===== config.mk =====
export PLATFORM = sky130hd
export DESIGN_NAME = spi_mem_responder
export DESIGN_NICKNAME = d
export VERILOG_FILES = /design/src/rtl/spi_pkg.sv /design/src/rtl/spi_edge_sync.sv /design/src/rtl/spi_mem_responder.sv
export SDC_FILE = /design/constraint.sdc
export NUM_CORES = 1
export LEC_CHECK = 0
export CORE_AREA = 4 4 138 140
export DETAILED_ROUTE_END_ITERATION = 6
export DIE_AREA = 0 0 142 144
export PLACE_DENSITY = 0.71
export SETUP_SLACK_MARGIN = 0.15
export SKIP_LAST_GASP = 1
export SLEW_MARGIN = 20
export SYNTH_ARGS = -nofsm -noshare
export SYNTH_HDL_FRONTEND = slang
export SYNTH_SLANG_ARGS = --single-unit

===== constraint.sdc =====
create_clock -name clk -period 9.7 [get_ports clk]
set_input_delay 1.455 -clock clk [delete_from_list [all_inputs] [get_ports clk]]
set_output_delay 1.455 -clock clk [all_outputs]
set_load 0.005 [all_outputs]

===== src/rtl/spi_pkg.sv =====
// Shared SPI definitions: serial-RAM opcodes, responder FSM states and the
// mode-0 timing constants also used by the CPU's SPI master.
package spi_pkg;

  localparam logic [7:0] OP_READ  = 8'h03;
  localparam logic [7:0] OP_WRITE = 8'h02;
  localparam logic [7:0] OP_RDID  = 8'h9F;

  // Mode 0: sck idles low, data sampled on rise, shifted on fall.
  localparam logic SPI_MODE0_CPOL          = 1'b0;
  localparam int   SPI_MODE0_MIN_HALF_CLKS = 4;

  typedef enum logic [2:0] {
    IDLE,
    CMD,
    ADDR,
    RD_DATA,
    WR_DATA,
    RDID,
    IGNORE
  } state_t;

endpackage


===== src/rtl/spi_edge_sync.sv =====
// Brings cs_n/sck/mosi into the clk domain and derives sck edges and the
// chip-select falling edge that opens a transaction.
module spi_edge_sync
  import spi_pkg::*;
#(
  parameter int SYNC_STAGES = 2
) (
  input  logic clk,
  input  logic rst,
  input  logic spi_cs_n,
  input  logic spi_sck,
  input  logic spi_mosi,
  output logic sck_rise,
  output logic sck_fall,
  output logic cs_active,
  output logic cs_fall,
  output logic mosi_s
);

  logic [SYNC_STAGES-1:0] cs_sync;
  logic [SYNC_STAGES-1:0] sck_sync;
  logic [SYNC_STAGES-1:0] mosi_sync;
  logic                   sck_prev;
  logic                   cs_n_prev;

  // Plain synchroniser chains; they keep tracking the pins through reset.
  always_ff @(posedge clk) begin
    cs_sync   <= {cs_sync[SYNC_STAGES-2:0], spi_cs_n};
    sck_sync  <= {sck_sync[SYNC_STAGES-2:0], spi_sck};
    mosi_sync <= {mosi_sync[SYNC_STAGES-2:0], spi_mosi};
  end

  // cs_n_prev resets to "selected" so a chip select held low across reset
  // must go high and low again before it counts as a new frame.
  always_ff @(posedge clk) begin
    if (rst) begin
      sck_prev  <= SPI_MODE0_CPOL;
      cs_n_prev <= 1'b0;
    end else begin
      sck_prev  <= sck_sync[SYNC_STAGES-1];
      cs_n_prev <= cs_sync[SYNC_STAGES-1];
    end
  end

  assign sck_rise  = sck_sync[SYNC_STAGES-1] & ~sck_prev;
  assign sck_fall  = ~sck_sync[SYNC_STAGES-1] & sck_prev;
  assign cs_active = ~cs_sync[SYNC_STAGES-1];
  assign cs_fall   = cs_n_prev & ~cs_sync[SYNC_STAGES-1];
  assign mosi_s    = mosi_sync[SYNC_STAGES-1];

endmodule


===== src/rtl/spi_mem_responder.sv =====
// SPI mode-0 responder with a small byte-addressed scratch memory driven by
// serial-RAM READ/WRITE/RDID commands, fully oversampled on clk.
module spi_mem_responder
  import spi_pkg::*;
#(
  parameter int         DEPTH       = 16,
  parameter int         SYNC_STAGES = 2,
  parameter logic [7:0] ID_BYTE     = 8'hA5
) (
  input  logic                     clk,
  input  logic                     rst,
  input  logic                     spi_cs_n,
  input  logic                     spi_sck,
  input  logic                     spi_mosi,
  output logic                     spi_miso,
  output logic                     spi_miso_oe,
  output logic                     wr_pulse,
  input  logic [$clog2(DEPTH)-1:0] dbg_addr,
  output logic [7:0]               dbg_data
);

  localparam int AW = $clog2(DEPTH);

  logic          sck_rise;
  logic          sck_fall;
  logic          cs_active;
  logic          cs_fall;
  logic          mosi_s;

  state_t        state;
  state_t        state_next;
  logic [2:0]    bit_cnt;
  logic [6:0]    rx_shift;
  logic [7:0]    tx_shift;
  logic [7:0]    rx_byte;
  logic [AW-1:0] addr;
  logic [AW-1:0] addr_inc;
  logic          rd_flag;
  logic          byte_done;
  logic [7:0]    mem [DEPTH];

  spi_edge_sync #(
    .SYNC_STAGES(SYNC_STAGES)
  ) u_sync (
    .clk      (clk),
    .rst      (rst),
    .spi_cs_n (spi_cs_n),
    .spi_sck  (spi_sck),
    .spi_mosi (spi_mosi),
    .sck_rise (sck_rise),
    .sck_fall (sck_fall),
    .cs_active(cs_active),
    .cs_fall  (cs_fall),
    .mosi_s   (mosi_s)
  );

  assign rx_byte   = {rx_shift, mosi_s};
  assign byte_done = sck_rise && (bit_cnt == 3'd7);
  assign addr_inc  = addr + 1'b1;
  assign dbg_data  = mem[dbg_addr];

  always_ff @(posedge clk) begin
    if (rst) state <= IDLE;
    else     state <= state_next;
  end

  // Deselect overrides everything, including a byte completing this clk.
  always_comb begin
    state_next = state;
    if (!cs_active) begin
      state_next = IDLE;
    end else begin
      case (state)
        IDLE: if (cs_fall) state_next = CMD;
        CMD: begin
          if (byte_done) begin
            if ((rx_byte == OP_READ) || (rx_byte == OP_WRITE)) state_next = ADDR;
            else if (rx_byte == OP_RDID)                       state_next = RDID;
            else                                               state_next = IGNORE;
          end
        end
        ADDR: if (byte_done) state_next = rd_flag ? RD_DATA : WR_DATA;
        default: state_next = state;
      endcase
    end
  end

  always_ff @(posedge clk) begin
    if (rst) begin
      bit_cnt     <= '0;
      rx_shift    <= '0;
      tx_shift    <= '0;
      addr        <= '0;
      rd_flag     <= 1'b0;
      spi_miso    <= 1'b0;
      spi_miso_oe <= 1'b0;
      wr_pulse    <= 1'b0;
      for (int i = 0; i < DEPTH; i++) mem[i] <= '0;
    end else begin
      wr_pulse    <= 1'b0;
      spi_miso_oe <= cs_active;
      if (!cs_active || (state == IDLE)) begin
        bit_cnt  <= '0;
        rx_shift <= '0;
        spi_miso <= 1'b0;
      end else begin
        if (sck_rise) begin
          bit_cnt  <= bit_cnt + 3'd1;
          rx_shift <= {rx_shift[5:0], mosi_s};
        end
        if (byte_done) begin
          case (state)
            CMD: begin
              rd_flag <= (rx_byte == OP_READ);
              if (rx_byte == OP_RDID) tx_shift <= ID_BYTE;
            end
            ADDR: begin
              addr     <= rx_byte[AW-1:0];
              tx_shift <= mem[rx_byte[AW-1:0]];
            end
            RD_DATA: begin
              addr     <= addr_inc;
              tx_shift <= mem[addr_inc];
            end
            WR_DATA: begin
              mem[addr] <= rx_byte;
              wr_pulse  <= 1'b1;
              addr      <= addr_inc;
            end
            RDID:    tx_shift <= ID_BYTE;
            default: ;
          endcase
        end else if (sck_fall) begin
          // Only the two reply states ever put data on miso.
          if ((state == RD_DATA) || (state == RDID)) begin
            spi_miso <= tx_shift[7];
            tx_shift <= {tx_shift[6:0], 1'b0};
          end else begin
            spi_miso <= 1'b0;
          end
        end
      end
    end
  end

endmodule


==> qor.yml <==
run_status:
  run_status: "complete, no violations"
floorplanning:
  start_util_pct: 54.1
  fp.dieW_um: 142
  pin_count: 20
  die-area_um2: 20400
  row_count: 49
  die_height_um: 144
  coreArea_um2: 17800
cts:
  cts_tree: "built"
  cts.sinks: 165
  cts_resized: 0
  insertion_delay_ns: 0.43
  cts_htree_levels: 4
  cts.hold.buffers_added: 0
  cts_root_buf: "clkbuf_16"
  cts_setup_buffers: 0
  cts_made_buffers: 17
  clockBufferDepth: 2
  clkTransAtPathRegs_ns: 0.07
power_and_ir_drop:
  vdd_drop_max_v: 0.000105
  power.static_leakage_uw: 0.00348
  cellPowerDensity_nw_per_um2: 151
  pwr-share-seq_pct: 51.5
  swShare_pct: 24.9
  combPwrFrac_pct: 7.6
  power.internal_uw: 1200
  p_sw_uw: 398
  clkPwrFrac_pct: 40.9
sta:
  max_freq_mhz: 193
  setup_viol: 0
  fin_skew_ns: 0.0104
  setup_tns_ns: 0
  slew_violations: 0
  worst-slew-pin-transition_ns: 1.08
  hold_viol: 0
  rsz0062_at_grt: "no"
  period_minus_slack_ns: 5.18
  max-slew-margin-rel_pct: 27.4
  fin_crit_sh_pct: 53.4
placement:
  placed_area_um2: 9990
  io_buffers: 19
  hpwlAfterDp_um: 19700
  globalplace.congestion: 0.971
  dp.cells: 963
routing:
  postRouteAntennaNets: 0
  drt-vias-per-instance: 6.78
  routed-via-count: 6751
  wl_per_cell_um: 26.9
  routed_wirelength_um: 26800
  firstDrtPassIters: 7
  detail_route.iter0.violations: 910
  drc: 0
synth:
  async_reset_ff_share_pct: 0
  synth_top_family_by_area: "multiplexers"
  synth_seq_area_share_pct: 47.5
  syn_area_per_cell_um2: 12.6
  syn-num-nets: 780
  synth_top_cell_by_area: "edfxtp_1"
  synth_area_um2: 9650
  synth_edf_count: 128
  synth_xor_area_share_pct: 0.454
  synthFlopType: "edfxtp_1"
  synthAdderAreaFrac_pct: 0.778
  synth_warnings: 0
  synthMuxAreaShare_pct: 26.1
  synth-seq-cells: 165
  synthCells: 765
  synthTopCellsByArea: "edfxtp_1 40%, mux4_2 19%, dfxtp_1 7.7%, and2_1 7.6%, mux2i_1 5.6%"
  synth_cell_types: 52
  yosysTopAreaCellShare_pct: 39.8
  synth-simple-area-share_pct: 16.2
  synth_compound_area_share_pct: 5.72
grt:
  grt_pass1_wl_um: 40700
  grt_overflow: 0
  grt_pass1_vias: 6614
  grt_max_degree: 46
  grt_usage_pct: 27.1
  antenna_found_initial: 1
worst_setup_path:
  crit_type: "in -> out"
  cp.required_ns: 8.25
  rr_endpoint: "mem[3][3]"
  cp_max_fo: 32
  critPathCaptureType: "primary output"
  startpoint_type: "input port"
  reg2reg_depth: 8
  reg2reg_setup_slack_ns: 6.15
  r2r_start: "bit_cnt[0]"
  crit_arrival_ns: 3.72
worst_hold_path:
  holdPathStages: 0
  min_to: "u_sync.mosi_sync[1]"
  hold_start: "u_sync.mosi_sync[0]"
  worstHoldPathType: "reg -> reg"
cells_and_area:
  instances_no_fill: 996
  fin_nets: 768
  fillers: 1388
  area_delta_synth_final_pct: 9.51
  postLayoutCellArea_um2: 10600
  final_layout_size_suffix_gt1_share_pct: 19.6
  final_core_util_pct: 59.2
run:
  maxCapViolations: 0
per-layer routing:
layer	up-vias	routed length (µm)	track usage [%]
met5	-	0	0
met4	0	647	9.29
met3	50	2180	4.86
met2	379	13200	44.4
met1	3424	10800	37.1
li1	2898	-	-
stage by stage:
step	worst slack, ns	total power, µW	hold slack (ns)
after global routing	4.39	1650	0.346
after floorplan	4.92	908	0.310
final	4.52	1600	0.328
after CTS	4.51	1600	0.328
after detailed placement	4.51	960	0.312
after global placement	4.54	958	0.312
logic make-up after synthesis:
group                    count (synthesis)
AO/OA/AOI/OAI                           84
flip-flops                             165
XOR/XNOR                                 5
adder cells (fa/ha/maj)                  6
AND/OR/NAND/NOR                        287
multiplexers                           143
buffers and inverters                   75
worst max-delay path: stages:
cell             delay [ns]
buf_2                  0.66
mux4_2                 0.60
mux4_2                 0.51
clkdlybuf4s50_1        0.48
cell usage in the layout (no fill, tap or decap), types with 4 or more instances in the layout:
cell type,synthesis,final
a31oi_1,4,4
clkbuf_16,0,17
nor4_1,5,5
and2_1,117,117
mux2i_1,54,54
o21ai_0,16,15
nand4_1,7,7
nor2b_1,7,7
nor3_1,36,36
nand3_1,6,6
dfxtp_1,37,35
inv_1,5,5
a22oi_1,21,21
clkdlybuf4s50_1,0,17
nor2_1,44,44
inv_6,0,4
xnor2_1,4,4
a21oi_1,21,21
edfxtp_1,128,128
mux4_2,83,83
nand2_1,42,42
nand2b_1,8,8
ha_1,6,6
buf_4,0,19
or2_2,4,4
power groups by stage:
stage | logic [µW] | registers, µW | clock network (µW)
after floorplan | 90.7 | 817 | 0
after global placement | 118 | 840 | 0
after detailed placement | 121 | 839 | 0
after CTS | 122 | 824 | 657
after global routing | 130 | 826 | 691
final | 122 | 824 | 654
sequential cells by signal, indices dropped and copies added, names as in the netlist, 2 cells and up:
| signal | flops |
|---|---|
| tx_shift | 8 |
| bit_cnt | 3 |
| u_sync.cs_sync | 2 |
| state | 3 |
| mem | 128 |
| rx_shift | 7 |
| addr | 4 |
| u_sync.sck_sync | 2 |
| u_sync.mosi_sync | 2 |
Yosys cell counts (2+ instances only):
cell	number
nand4_1	7
nor4_1	5
edfxtp_1	128
or2_2	4
a211o_1	2
mux2i_1	54
nand3_1	6
nand3b_1	2
nand2b_1	8
mux4_1	3
a311oi_1	2
a22oi_1	21
buf_1	6
o21ai_0	16
xnor2_1	4
nor2b_1	7
nor3_1	36
buf_6	2
clkbuf_1	49
a31oi_1	4
mux2_2	3
nand2_1	42
a211oi_1	3
nor2_1	44
a21oi_1	21
inv_1	5
and2_1	117
and3b_1	2
a2111oi_0	3
buf_2	12
mux4_2	83
ha_1	6
a221oi_1	3
dfxtp_1	37
area by class of cell:
type	count	area, µm²	area share, %
flip-flops and latches	165	4590	43.4
repair buffers	38	323	3.05
well taps	229	287	2.71
clock inverters	14	145	1.37
clock buffers	18	429	4.06
diodes	1	2.50	0.0237
inverters	6	22.5	0.213
multi-input cells	525	4770	45.2
how the worst max path moves through the flow:
stage	cells after the start	start	end
3_3_place_gp	4	dbg_addr[0]	dbg_data[3]
2_1_floorplan	5	dbg_addr[0]	dbg_data[0]
4_1_cts	4	dbg_addr[0]	dbg_data[3]
3_5_place_dp	4	dbg_addr[0]	dbg_data[3]
5_1_grt	4	dbg_addr[0]	dbg_data[5]
6_report	4	dbg_addr[0]	dbg_data[3]
Power figures use the tool's default switching activity.
